==> src/rtl/cfg_loader_pkg.sv <==
// cfg_loader_pkg
// Shared definitions for the configuration-frame loader: the loader FSM
// state encoding and the bit-counter width helper.
package cfg_loader_pkg;

  typedef enum logic [1:0] {
    IDLE   = 2'd0,
    SHIFT  = 2'd1,
    PARITY = 2'd2,
    COMMIT = 2'd3
  } state_t;

  // Counter must be able to hold the value n itself.
  function automatic int cnt_width(input int n);
    return $clog2(n + 1);
  endfunction

endpackage

==> src/rtl/config_frame_loader_if.sv <==
// config_frame_loader_if
// Serial configuration-chain bundle between a chain driver (master) and a
// frame loader (slave).
//   frame_start      master->slave  synchronous pulse, begins a new frame
//   ccff_head        master->slave  serial data/parity bit
//   ccff_valid       master->slave  qualifies ccff_head
//   ccff_tail        slave->master  bit shifted out of the chain end
//   ccff_tail_valid  slave->master  qualifies ccff_tail
interface config_frame_loader_if;
  logic frame_start;
  logic ccff_head;
  logic ccff_valid;
  logic ccff_tail;
  logic ccff_tail_valid;

  modport master (
    output frame_start, ccff_head, ccff_valid,
    input  ccff_tail, ccff_tail_valid
  );

  modport slave (
    input  frame_start, ccff_head, ccff_valid,
    output ccff_tail, ccff_tail_valid
  );
endinterface

==> src/rtl/cfg_shift_reg.sv <==
// cfg_shift_reg
// NUM_MEM-bit serial-in/parallel-out shift register with a running even
// parity of every bit shifted in since the last clear.
//   clk_i       programming clock
//   rst_ni      asynchronous active-low reset
//   clr_i       clears the running parity (frame start)
//   shift_en_i  shift sin_i into bit 0
//   sin_i       serial input
//   pout_o      parallel contents
//   msb_o       current MSB, i.e. the bit leaving the chain on this shift
//   par_o       XOR of all bits shifted in since clr_i
module cfg_shift_reg #(
  parameter int NUM_MEM = 16
) (
  input  logic               clk_i,
  input  logic               rst_ni,
  input  logic               clr_i,
  input  logic               shift_en_i,
  input  logic               sin_i,
  output logic [NUM_MEM-1:0] pout_o,
  output logic               msb_o,
  output logic               par_o
);

  logic [NUM_MEM-1:0] sr_q, sr_d;
  logic               par_q, par_d;

  // The register contents survive a clear; only the parity restarts.
  always_comb begin
    sr_d  = sr_q;
    par_d = par_q;
    if (clr_i) begin
      par_d = 1'b0;
    end else if (shift_en_i) begin
      sr_d  = {sr_q[NUM_MEM-2:0], sin_i};
      par_d = par_q ^ sin_i;
    end
  end

  always_ff @(posedge clk_i or negedge rst_ni) begin
    if (!rst_ni) begin
      sr_q  <= '0;
      par_q <= 1'b0;
    end else begin
      sr_q  <= sr_d;
      par_q <= par_d;
    end
  end

  assign pout_o = sr_q;
  assign msb_o  = sr_q[NUM_MEM-1];
  assign par_o  = par_q;

endmodule

==> src/rtl/config_frame_loader.sv <==
// config_frame_loader
// Loads a frame of NUM_MEM configuration bits plus one even-parity bit from
// the serial chain and, only when parity matches, commits the whole frame
// at once to complementary memory-bit outputs for mux-tree / LUT cells.
//   prog_clk   programming clock (rising edge)
//   pReset_n   asynchronous active-low reset
//   chain      serial chain bundle (frame_start, ccff_head/valid in;
//              ccff_tail/valid out for daisy-chaining)
//   mem_out    committed configuration bits
//   mem_outb   registered complement of mem_out
//   busy       frame in progress (SHIFT, PARITY, COMMIT)
//   cfg_done   one-cycle pulse after a successful commit
//   cfg_error  sticky parity failure, cleared by frame_start
module config_frame_loader
  import cfg_loader_pkg::*;
#(
  parameter int NUM_MEM = 16
) (
  input  logic                  prog_clk,
  input  logic                  pReset_n,
  config_frame_loader_if.slave  chain,
  output logic [NUM_MEM-1:0]    mem_out,
  output logic [NUM_MEM-1:0]    mem_outb,
  output logic                  busy,
  output logic                  cfg_done,
  output logic                  cfg_error
);

  localparam int             CW   = cnt_width(NUM_MEM);
  localparam logic [CW-1:0]  LAST = CW'(NUM_MEM - 1);

  state_t             state_q, state_d;
  logic [CW-1:0]      cnt_q, cnt_d;
  logic [NUM_MEM-1:0] mem_q, mem_d;
  logic [NUM_MEM-1:0] memb_q, memb_d;
  logic               tail_q, tail_d;
  logic               tailv_q, tailv_d;
  logic               busy_q, busy_d;
  logic               done_q, done_d;
  logic               err_q, err_d;

  logic               shift_en;
  logic [NUM_MEM-1:0] sr;
  logic               sr_msb;
  logic               sr_par;

  cfg_shift_reg #(.NUM_MEM(NUM_MEM)) u_sr (
    .clk_i      (prog_clk),
    .rst_ni     (pReset_n),
    .clr_i      (chain.frame_start),
    .shift_en_i (shift_en),
    .sin_i      (chain.ccff_head),
    .pout_o     (sr),
    .msb_o      (sr_msb),
    .par_o      (sr_par)
  );

  always_comb begin
    state_d  = state_q;
    cnt_d    = cnt_q;
    mem_d    = mem_q;
    memb_d   = memb_q;
    tail_d   = tail_q;
    tailv_d  = 1'b0;
    err_d    = err_q;
    shift_en = 1'b0;
    // COMMIT always completes, even when a new frame_start arrives with it.
    done_d   = (state_q == COMMIT);
    if (state_q == COMMIT) begin
      mem_d  = sr;
      memb_d = ~sr;
    end

    if (chain.frame_start) begin
      // Restart wins over any bit presented in the same cycle.
      state_d = SHIFT;
      cnt_d   = '0;
      err_d   = 1'b0;
    end else begin
      case (state_q)
        SHIFT: begin
          if (chain.ccff_valid) begin
            shift_en = 1'b1;
            cnt_d    = cnt_q + 1'b1;
            tail_d   = sr_msb;
            tailv_d  = 1'b1;
            if (cnt_q == LAST) state_d = PARITY;
          end
        end
        PARITY: begin
          if (chain.ccff_valid) begin
            if (chain.ccff_head == sr_par) begin
              state_d = COMMIT;
            end else begin
              err_d   = 1'b1;
              state_d = IDLE;
            end
          end
        end
        COMMIT:  state_d = IDLE;
        default: ;
      endcase
    end

    busy_d = (state_d != IDLE);
  end

  always_ff @(posedge prog_clk or negedge pReset_n) begin
    if (!pReset_n) begin
      state_q <= IDLE;
      cnt_q   <= '0;
      mem_q   <= '0;
      memb_q  <= '1;
      tail_q  <= 1'b0;
      tailv_q <= 1'b0;
      busy_q  <= 1'b0;
      done_q  <= 1'b0;
      err_q   <= 1'b0;
    end else begin
      state_q <= state_d;
      cnt_q   <= cnt_d;
      mem_q   <= mem_d;
      memb_q  <= memb_d;
      tail_q  <= tail_d;
      tailv_q <= tailv_d;
      busy_q  <= busy_d;
      done_q  <= done_d;
      err_q   <= err_d;
    end
  end

  assign mem_out               = mem_q;
  assign mem_outb              = memb_q;
  assign busy                  = busy_q;
  assign cfg_done              = done_q;
  assign cfg_error             = err_q;
  assign chain.ccff_tail       = tail_q;
  assign chain.ccff_tail_valid = tailv_q;

endmodule

==> src/flat_wrapper.sv <==
// flat-port wrapper written by rule: the top's interface ports become plain ports
module config_frame_loader_flat import cfg_loader_pkg::*;
#(
  parameter int NUM_MEM = 16
)
  (prog_clk, pReset_n, mem_out, mem_outb, busy, cfg_done, cfg_error, chain_frame_start, chain_ccff_head, chain_ccff_valid, chain_ccff_tail, chain_ccff_tail_valid);
  config_frame_loader_if chain_i ();
  input  logic prog_clk;
  input  logic pReset_n;
  output logic [NUM_MEM-1:0] mem_out;
  output logic [NUM_MEM-1:0] mem_outb;
  output logic busy;
  output logic cfg_done;
  output logic cfg_error;
  input wire logic [$bits(chain_i.frame_start)-1:0] chain_frame_start;
  input wire logic [$bits(chain_i.ccff_head)-1:0] chain_ccff_head;
  input wire logic [$bits(chain_i.ccff_valid)-1:0] chain_ccff_valid;
  output wire logic [$bits(chain_i.ccff_tail)-1:0] chain_ccff_tail;
  output wire logic [$bits(chain_i.ccff_tail_valid)-1:0] chain_ccff_tail_valid;
  assign chain_i.frame_start = chain_frame_start;
  assign chain_i.ccff_head = chain_ccff_head;
  assign chain_i.ccff_valid = chain_ccff_valid;
  assign chain_ccff_tail = chain_i.ccff_tail;
  assign chain_ccff_tail_valid = chain_i.ccff_tail_valid;
  config_frame_loader #(.NUM_MEM(NUM_MEM)) u_core (.prog_clk(prog_clk), .pReset_n(pReset_n), .chain(chain_i), .mem_out(mem_out), .mem_outb(mem_outb), .busy(busy), .cfg_done(cfg_done), .cfg_error(cfg_error));
endmodule
==> config.mk <==
export PLATFORM = sky130hd
export DESIGN_NAME = config_frame_loader_flat
export DESIGN_NICKNAME = d
export VERILOG_FILES = /design/src/rtl/cfg_loader_pkg.sv /design/src/rtl/config_frame_loader_if.sv /design/src/rtl/cfg_shift_reg.sv /design/src/rtl/config_frame_loader.sv /design/src/flat_wrapper.sv
export SDC_FILE = /design/constraint.sdc
export NUM_CORES = 1
export LEC_CHECK = 0
export ABC_AREA = 1
export BUFFER_PORTS_ARGS = -buffer_cell sky130_fd_sc_hd__buf_4
export CORE_MARGIN = 2
export CORE_UTILIZATION = 55
export DETAILED_ROUTE_END_ITERATION = 7
export PLACE_DENSITY = 0.78
export SYNTH_ARGS = -nofsm -noshare
export SYNTH_HDL_FRONTEND = slang
export SYNTH_HIERARCHICAL = 1
export SYNTH_SLANG_ARGS = --single-unit
==> constraint.sdc <==
create_clock -name prog_clk -period 2.9 [get_ports prog_clk]
set_input_delay 0.435 -clock prog_clk [delete_from_list [all_inputs] [get_ports prog_clk]]
set_output_delay 0.435 -clock prog_clk [all_outputs]
set_load 0.005 [all_outputs]
==> impl_metrics.json, run 1 <==
{
  "async_reset_ff_frac": 1.00,
  "cts-buffers-inserted": 9,
  "drive_above_1_share": 0.269,
  "area_growth_syn_to_layout_pct": 19.2,
  "die_w_um": 71.3,
  "rows": 24,
  "fp.dieArea_um2": 5080,
  "synth_edf_count": 0,
  "die_y_um": 71.3,
  "rsz0062_at_grt": "no",
  "core_um2": 4350,
  "cts-root-buf": "clkbuf_8",
  "first_iter_violations": 159,
  "synth_adder_area_share": 0.0101,
  "p_total_mw": 1.76,
  "hold_buffers": 0,
  "io_pins": 42,
  "holdWs_ns": 0.169,
  "p_seq_frac": 0.539,
  "yosys_warnings": 6,
  "startpoint_type": "flop",
  "vias": 1827,
  "viasPerCell": 5.12,
  "cts_tree": "built",
  "rr_startpoint": "u_core/state_q[1]",
  "synthesis.area_um2": 2490,
  "setup_viol": 0,
  "synth_top_cell_by_area": "dfrtp_1",
  "crit_required_ns": 3.11,
  "cp_max_fo": 32,
  "synth_top_family_by_area": "simple AND/OR/NAND/NOR gates",
  "cp-end-kind": "flop",
  "cts_resized": 0,
  "routabilityCongestion": 0.795,
  "dp_hpwl_mm": 2.84,
  "arrival_ns": 1.82,
  "skew_ns": 0.00275,
  "synth_commonest_cells": "nand2_1, dfrtp_1, nand3_1",
  "grt-ovfl-total": 0,
  "regToRegSetupSlack_ns": 1.29,
  "power.switching_uw": 415,
  "port_buffers": 41,
  "grt_max_degree": 62,
  "clk_pin_slew_worst_paths_ns": 0.06,
  "syn_nets": 265,
  "ant_nets": 0,
  "h-tree-depth": 3,
  "synth_area_per_cell_um2": 9.64,
  "insertedDiodeCount": 0,
  "synth_top_area_share": 0.453,
  "clk_latency_ns": 0.33,
  "yosysSeqAreaShare": 0.622,
  "combPwrFrac": 0.063,
  "power_density_nw_per_um2": 593,
  "fillerInstances": 330,
  "synth.area.mux_share": 0.0121,
  "grt_pass1_wl_mm": 7.83,
  "cts_setup_buffers": 0,
  "p_int_mw": 1.34,
  "outcome": "completed",
  "synth.most_common_cell": "nand2_1",
  "netlist_instances": 258,
  "min_period_ns": 1.61,
  "netlist_top_cells_area": "dfrtp_1, dfstp_2, nand2_1, nand3_1, o21ai_0",
  "switching_share": 0.236,
  "cap_viol_max_count": 0,
  "yosys.area_share.simple": 0.247,
  "fin_tns_setup_ns": 0,
  "final_nets": 307,
  "rr_worst_depth": 4,
  "first_global_vias": 1708,
  "cts.sinks": 61,
  "finalHoldViolCount": 0,
  "track_usage": 0.201,
  "yosys.area_share.xor_xnor": 0.00352,
  "drc_errors": 0,
  "wire_per_inst_um": 12.5,
  "slew_violations": 0,
  "r2r_end": "u_core/mem_out[10]",
  "dominantRegCellSynth": "dfrtp_1",
  "crit_type": "flop to flop",
  "max_slew_margin": 0.505,
  "start_util": 0.571,
  "synth.distinct_cells": 26,
  "cts_buffer_depth": 2,
  "ir_worst_vdd_uv": 265,
  "max_freq_mhz": 621,
  "p_clk_frac": 0.398,
  "worst_pin_slew_ns": 0.743,
  "drtPass1Iterations": 4,
  "synth_compound_area_frac": 0.0468,
  "hp-class": "primary input to asynchronous set/reset pin",
  "leakagePower_nw": 1.57,
  "antenna_found_initial": 0,
  "ys_seq_elements": 61,
  "fin_crit_sh": 0.555,
  "routed_wl_mm": 4.48
}
[flip-flops by register name, indices dropped and copies added, names as in the netlist]
| name | count |
|---|---|
| u_core/mem_out | 16 |
| u_core/mem_outb | 16 |
| u_core/u_sr/pout_o | 16 |
| u_core/cnt_q | 5 |
| u_core/state_q | 2 |
| u_core/busy | 1 |
| u_core/cfg_done | 1 |
| u_core/cfg_error | 1 |
| u_core/chain.ccff_tail | 1 |
| u_core/chain.ccff_tail_valid | 1 |
| u_core/u_sr/par_o | 1 |
[how the worst max path moves through the flow]
| stage | from | to | slack, ns | cells past startpoint |
|---|---|---|---|---|
| after global placement | chain_ccff_valid | u_core/u_sr/pout_o[13] | 1.26 | 6 |
| after detailed placement | chain_ccff_valid | u_core/u_sr/pout_o[6] | 1.24 | 6 |
| after global routing | u_core/state_q[1] | u_core/mem_out[3] | 1.11 | 4 |
| after floorplan | u_core/cnt_q[0] | u_core/busy | 1.52 | 7 |
| final | u_core/state_q[1] | u_core/mem_out[10] | 1.29 | 4 |
| after CTS | u_core/state_q[1] | u_core/mem_out[10] | 1.26 | 4 |
[power groups by stage]
stage	clock (mW)	combinational, mW	sequential (mW)
floorplan	0	0.0775	0.948
global placement	0	0.106	0.962
detailed placement	0	0.113	0.961
CTS	0.719	0.112	0.947
global route	0.764	0.128	0.955
finish	0.701	0.110	0.948
[per-stage QoR]
step / util / std cells / area (um2) / worst slack, ns
after global placement: 0.637 / 341 / 2770 / 1.26
after detailed placement: 0.637 / 341 / 2770 / 1.24
after CTS: 0.681 / 357 / 2960 / 1.26
final: 0.681 / 357 / 2960 / 1.29
after floorplan: - / 258 / 2490 / 1.52
after global routing: 0.681 / 357 / 2960 / 1.11
[critical path, stage by stage, from the launching register on]
cell,delay (ns)
dfrtp_1,0.43
nand2_2,0.44
inv_1,0.39
nand2_1,0.17
nand2_1,0.06
[kinds of logic (layout without fill, tap and decap cells)]
kind of cell	Yosys count	count (layout)
AOI/OAI and AO/OA	23	23
xor gates and xnor gates	1	1
adders and majority gates	2	2
buffers and inverters	24	71
DFF	61	61
muxes	2	2
and+or+nand+nor	145	145
[final cells by class]
type	instances	area [um2]	share of cell area
Timing Repair Buffer	42	315	0.106
Clock buffer	16	190	0.0642
Inverter	13	51.3	0.0173
Tap cell	52	65.1	0.0220
Sequential cell	61	1550	0.522
Multi-Input combinational cell	173	796	0.268
[metal layers]
metal	vias up	GRT usage	wire length [um]
met1	857	0.283	2190
met2	52	0.286	1920
met3	8	0.0661	289
li1	910	-	-
met4	0	0.0943	82
met5	-	0	0
[layout by cell type (no fill, tap or decap), drive strengths merged]
cell,n
clkbuf,16
xnor2,1
buf,42
o22ai,1
inv,13
nor2,10
dfrtp,45
o21ai,17
ha,2
nor3,1
mux2,2
nand3,23
a21oi,5
dfstp,16
nand2,110
and3,1
(Power assumes the default switching activity.)
==> inputs of run 2 (changes only) <==
- CORE_UTILIZATION: 55 -> 50
- PLACE_DENSITY: 0.78 -> 0.75
- clock period: 2.9 -> 1.4 ns (I/O delays scaled with it)
==> run 2 against run 1 <==
Compared with the run above:
- the flow now finishes with violations (negative setup slack)
- via count grew 3.2%
- final area grew 6.2%
- routed wire length grew 6.4%
- maximum frequency grew 14%
- combinational power grew to 2.7 times the previous value
- setup slack lost 1.3 ns
- largest cell class unchanged
- highest routed layer unchanged
==> impl_metrics.json, run 2 (same netlist as run 1, synthesis figures left out) <==
{
  "outcome": "finished, violations left",
  "violations": "negative setup slack",
  "grt_pass1_wl_mm": 7.53,
  "fin_crit_sh": 1.01,
  "io_pins": 42,
  "port_buffers": 41,
  "viasPerCell": 4.94,
  "insertedDiodeCount": 0,
  "area_growth_syn_to_layout_pct": 26.5,
  "stdcell_count": 382,
  "power_density_nw_per_um2": 1190,
  "dp.cells": 363,
  "grt_max_degree": 39,
  "leakagePower_nw": 1.63,
  "cts-buffers-inserted": 9,
  "crit_path_max_incr_delay_ns": 0.37,
  "crit_type": "flop to flop",
  "final_cell_mix": "nand2_1, buf_4, dfrtp_1",
  "max_freq_mhz": 709,
  "cp_slowest_cell": "dfrtp_1",
  "die_y_um": 74.5,
  "first_iter_violations": 118,
  "dp_hpwl_mm": 3.08,
  "cp-end-kind": "flop",
  "wire_per_inst_um": 12.5,
  "crit_chain": "ha_2, and3_4, ha_4, nand2_2, nor3_1, a21oi_1, nor2_1",
  "h-tree-depth": 3,
  "setup_viol": 1,
  "fin_tns_setup_ns": -0.0100,
  "track_usage": 0.184,
  "core_um2": 4750,
  "cp_num_buf_inv": 0,
  "cap_viol_max_count": 0,
  "vias": 1886,
  "max_slew_margin": 0.777,
  "final_common_cell": "nand2_1",
  "grt-ovfl-total": 0,
  "first_global_vias": 1691,
  "drc_errors": 0,
  "crit_family": "simple AND/OR/NAND/NOR gates",
  "drtPass1Iterations": 4,
  "final.setup.worst_slack_ns": -0.0100,
  "routed_wl_mm": 4.77,
  "ir_worst_vdd_uv": 592,
  "clk_latency_ns": 0.32,
  "finalHoldViolCount": 0,
  "ant_nets": 0,
  "cts.sinks": 61,
  "antenna_found_initial": 0,
  "startpoint_type": "flop",
  "slew_violations": 0,
  "die_w_um": 74.5,
  "cp_max_fo": 3,
  "crit_required_ns": 1.64,
  "min_period_ns": 1.41,
  "arrival_ns": 1.65,
  "rows": 25,
  "drive_above_1_share": 0.314,
  "cts_buffer_depth": 2,
  "start_util": 0.523,
  "worst_pin_slew_ns": 0.335,
  "fp.dieArea_um2": 5550,
  "cts-root-buf": "clkbuf_8",
  "skew_ns": 0.00476,
  "routabilityCongestion": 0.740,
  "hp-class": "primary input to flop",
  "clk_pin_slew_worst_paths_ns": 0.06,
  "final_nets": 317,
  "cts_tree": "built"
}
## run 2: cell types whose count changed in the layout (fill, tap and decap cells not counted), sizes merged
| cell | previous run | this run |
|---|---|---|
| buf | 42 | 51 |
| bufinv | 0 | 1 |
| clkbuf | 16 | 11 |
| clkinv | 0 | 4 |
| clkinvlp | 0 | 1 |
| dlygate4sd3 | 0 | 1 |
| inv | 13 | 12 |
## run 2: path summary, 6_finish.rpt
check / endpoint / startpoint / depth (start not counted) / slack, ns
max in group asynchronous: u_core/mem_outb[8] / pReset_n / 3 / 0.51
min in group asynchronous: u_core/mem_out[15] / pReset_n / 2 / 0.34
worst max-delay path: u_core/state_q[1] / u_core/cnt_q[1] / 7 / -0.01
worst max register to register: u_core/state_q[1] / u_core/cnt_q[1] / 7 / -0.01
worst min register to register: u_core/mem_outb[0] / u_core/mem_outb[0] / 2 / 0.47
worst min-delay path: u_core/cfg_error / chain_frame_start / 2 / 0.15
## run 2: cell type report
type                            instances  area [um2]
Fill cell                             417        1610
Inverter                               13        55.1
Clock inverter                          5        50.0
Clock buffer                           11         141
Tap cell                               67        83.8
Timing Repair Buffer                   52         443
Multi-Input combinational cell        173         826
Sequential cell                        61        1550
## run 2: worst reg2reg max path: cells and delay by family, from the launching register on
family / cells / cell delay (ns)
flops: 1 / 0.37
fa+ha+maj: 2 / 0.32
compound gates: 1 / 0.09
simple gates: 4 / 0.54
## run 2: where the power goes
| group | internal (mW) | switching (mW) |
|---|---|---|
| clock | 0.858 | 0.640 |
| sequential | 1.86 | 0.0908 |
| combinational | 0.130 | 0.168 |
## run 2: timing repair
item,CTS,global route
endpoints found under the setup margin,0,18
hold buffers,1,0
buffers inserted,0,2
hold endpoints to repair,17,0
resized for setup,0,8
## run 2: per-stage QoR
| stage | setup WS (ns) | total power, mW | hold slack [ns] | util | cell area [um2] |
|---|---|---|---|---|---|
| 2_1_floorplan | 0.0238 | 2.12 | -0.0856 | - | 2490 |
| 5_1_grt | -0.0722 | 3.93 | 0.128 | 0.662 | 3150 |
| 3_3_place_gp | 0.0448 | 2.26 | 0.142 | 0.606 | 2880 |
| 3_5_place_dp | 0.0110 | 2.27 | 0.140 | 0.606 | 2880 |
| 6_report | -0.0100 | 3.75 | 0.149 | 0.662 | 3150 |
| 4_1_cts | 0.000561 | 3.77 | 0.123 | 0.649 | 3080 |
## run 2: routing by layer
metal | vias to the layer above | part of all wire | track usage | wire (um)
met2 | 52 | 0.48 | 0.276 | 2270
met3 | 2 | 0.045 | 0.0650 | 213
li1 | 925 | - | - | -
met5 | - | 0 | 0 | 0
met4 | 0 | 0.0092 | 0.0714 | 44
met1 | 907 | 0.47 | 0.248 | 2240
==> inputs of run 3 (changes only) <==
- CORE_UTILIZATION: 50 -> 55
- PLACE_DENSITY: 0.75 -> 0.78
- clock period: 1.4 -> 1.75 ns (I/O delays scaled with it)
==> run 3 against run 2 <==
Compared with the run above:
- the flow now finishes without violations
- largest power group unchanged
- setup slack improved by 0.31 ns
- critical path type unchanged
- via count shrank 4.1%
- critical endpoint is now u_core/busy
- total power decreased by 23%
- core utilization grew 2.1 points
==> impl_metrics.json, run 3 (same netlist as run 1, synthesis figures left out) <==
{
  "outcome": "completed",
  "drive_above_1_share": 0.272,
  "cp_slowest_cell": "dfrtp_1",
  "cts-buffers-inserted": 9,
  "cp_max_fo": 4,
  "skew_ns": 0.0104,
  "ff_latch_area_um2": 1550,
  "cts_buffer_depth": 2,
  "p_total_mw": 2.88,
  "fillerInstances": 349,
  "ant_nets": 0,
  "crit_type": "flop to flop",
  "cts_resized": 0,
  "holdWs_ns": 0.00672,
  "first_iter_violations": 126,
  "rows": 24,
  "die_y_um": 71.3,
  "hp-class": "primary input to asynchronous set/reset pin",
  "fin_tns_setup_ns": 0,
  "slew_violations": 0,
  "stdcell_area_um2": 2970,
  "insertedDiodeCount": 0,
  "grt_max_degree": 62,
  "core_um2": 4350,
  "arrival_ns": 1.66,
  "grt_pass1_wl_mm": 7.98,
  "dpl_cell_area_um2": 2800,
  "leakagePower_nw": 1.58,
  "max_slew_margin": 0.509,
  "final_cell_mix": "nand2_1, dfrtp_1, buf_4",
  "crit_required_ns": 1.96,
  "final_nets": 309,
  "wire_per_inst_um": 13.1,
  "grt-ovfl-total": 0,
  "final_core_util": 0.683,
  "cp_num_buf_inv": 0,
  "crit_chain": "ha_1, and3_1, ha_1, nand2_1, nor3_1, a21oi_1, nand2_1",
  "antenna_found_initial": 0,
  "routed_wl_mm": 4.69,
  "finalHoldViolCount": 0,
  "final_common_cell": "nand2_1",
  "crit_path_max_incr_delay_ns": 0.40,
  "cts-root-buf": "clkbuf_8",
  "cts_setup_buffers": 0,
  "power_density_nw_per_um2": 969,
  "drtPass1Iterations": 4,
  "h-tree-depth": 3,
  "drc_errors": 0,
  "crit_family": "adder cells",
  "clk_pin_slew_worst_paths_ns": 0.07,
  "dp_hpwl_mm": 3.06,
  "ir_worst_vdd_uv": 641,
  "startpoint_type": "flop",
  "rsz0062_at_grt": "no",
  "worst_pin_slew_ns": 0.736,
  "cts.sinks": 61,
  "multi_input_area_um2": 796,
  "die_w_um": 71.3,
  "setup_viol": 0,
  "area_growth_syn_to_layout_pct": 19.5,
  "track_usage": 0.203,
  "vias": 1809,
  "fp.dieArea_um2": 5080,
  "cap_viol_max_count": 0,
  "fin_crit_sh": 0.830,
  "cts_tree": "built",
  "port_buffers": 41,
  "start_util": 0.571,
  "min_period_ns": 1.45,
  "cp-end-kind": "flop",
  "clk_latency_ns": 0.32,
  "viasPerCell": 5.07,
  "io_pins": 42,
  "hold_buffers": 0,
  "max_freq_mhz": 689,
  "routabilityCongestion": 0.819,
  "first_global_vias": 1713
}
==> run 3: cell types whose count changed in the layout (fill, tap and decap cells not counted), moves of 2 or more <==
cell	change
buf_4	-4
buf_12	-3
clkinv_2	-2
ha_1	+2
==> run 3: power breakdown <==
group / internal, mW / leakage (nW) / switching, mW
logic: 0.0705 / 0.710 / 0.122
clock network: 0.638 / 0.0890 / 0.481
registers: 1.49 / 0.776 / 0.0788
total: 2.20 / 1.58 / 0.682
==> run 3: per-stage QoR <==
step           instances  setup WS, ns
6_report             357         0.298
5_1_grt              357         0.151
4_1_cts              357         0.294
3_5_place_dp         343         0.303
3_3_place_gp         343         0.342
2_1_floorplan        258         0.374
==> run 3: layer usage <==
layer	vias up	wire length [um]	share of wire	GRT usage
li1	902	-	-	-
met1	845	2230	0.48	0.290
met2	56	2140	0.46	0.295
met3	6	260	0.055	0.0478
met4	0	58	0.012	0.0964
met5	-	0	0	0
==> run 3: worst paths after layout <==
check	start	end	slack (ns)	cells past startpoint
max in group asynchronous	pReset_n	u_core/cnt_q[2]	1.26	1
max	u_core/cnt_q[0]	u_core/busy	0.30	7
min reg2reg	u_core/mem_outb[15]	u_core/mem_outb[15]	0.47	2
min in group prog_clk	chain_frame_start	u_core/cfg_error	0.18	2
max reg2reg	u_core/cnt_q[0]	u_core/busy	0.30	7
min	pReset_n	u_core/mem_out[13]	0.007	1
==> run 3: area by class of cell <==
class	instances	share of cell area
repair buffers	44	0.115
inverters	13	0.0173
flip-flops and latches	61	0.520
clock buffers	11	0.0442
clock inverters	3	0.0135
well taps	52	0.0219
multi-input cells	173	0.268
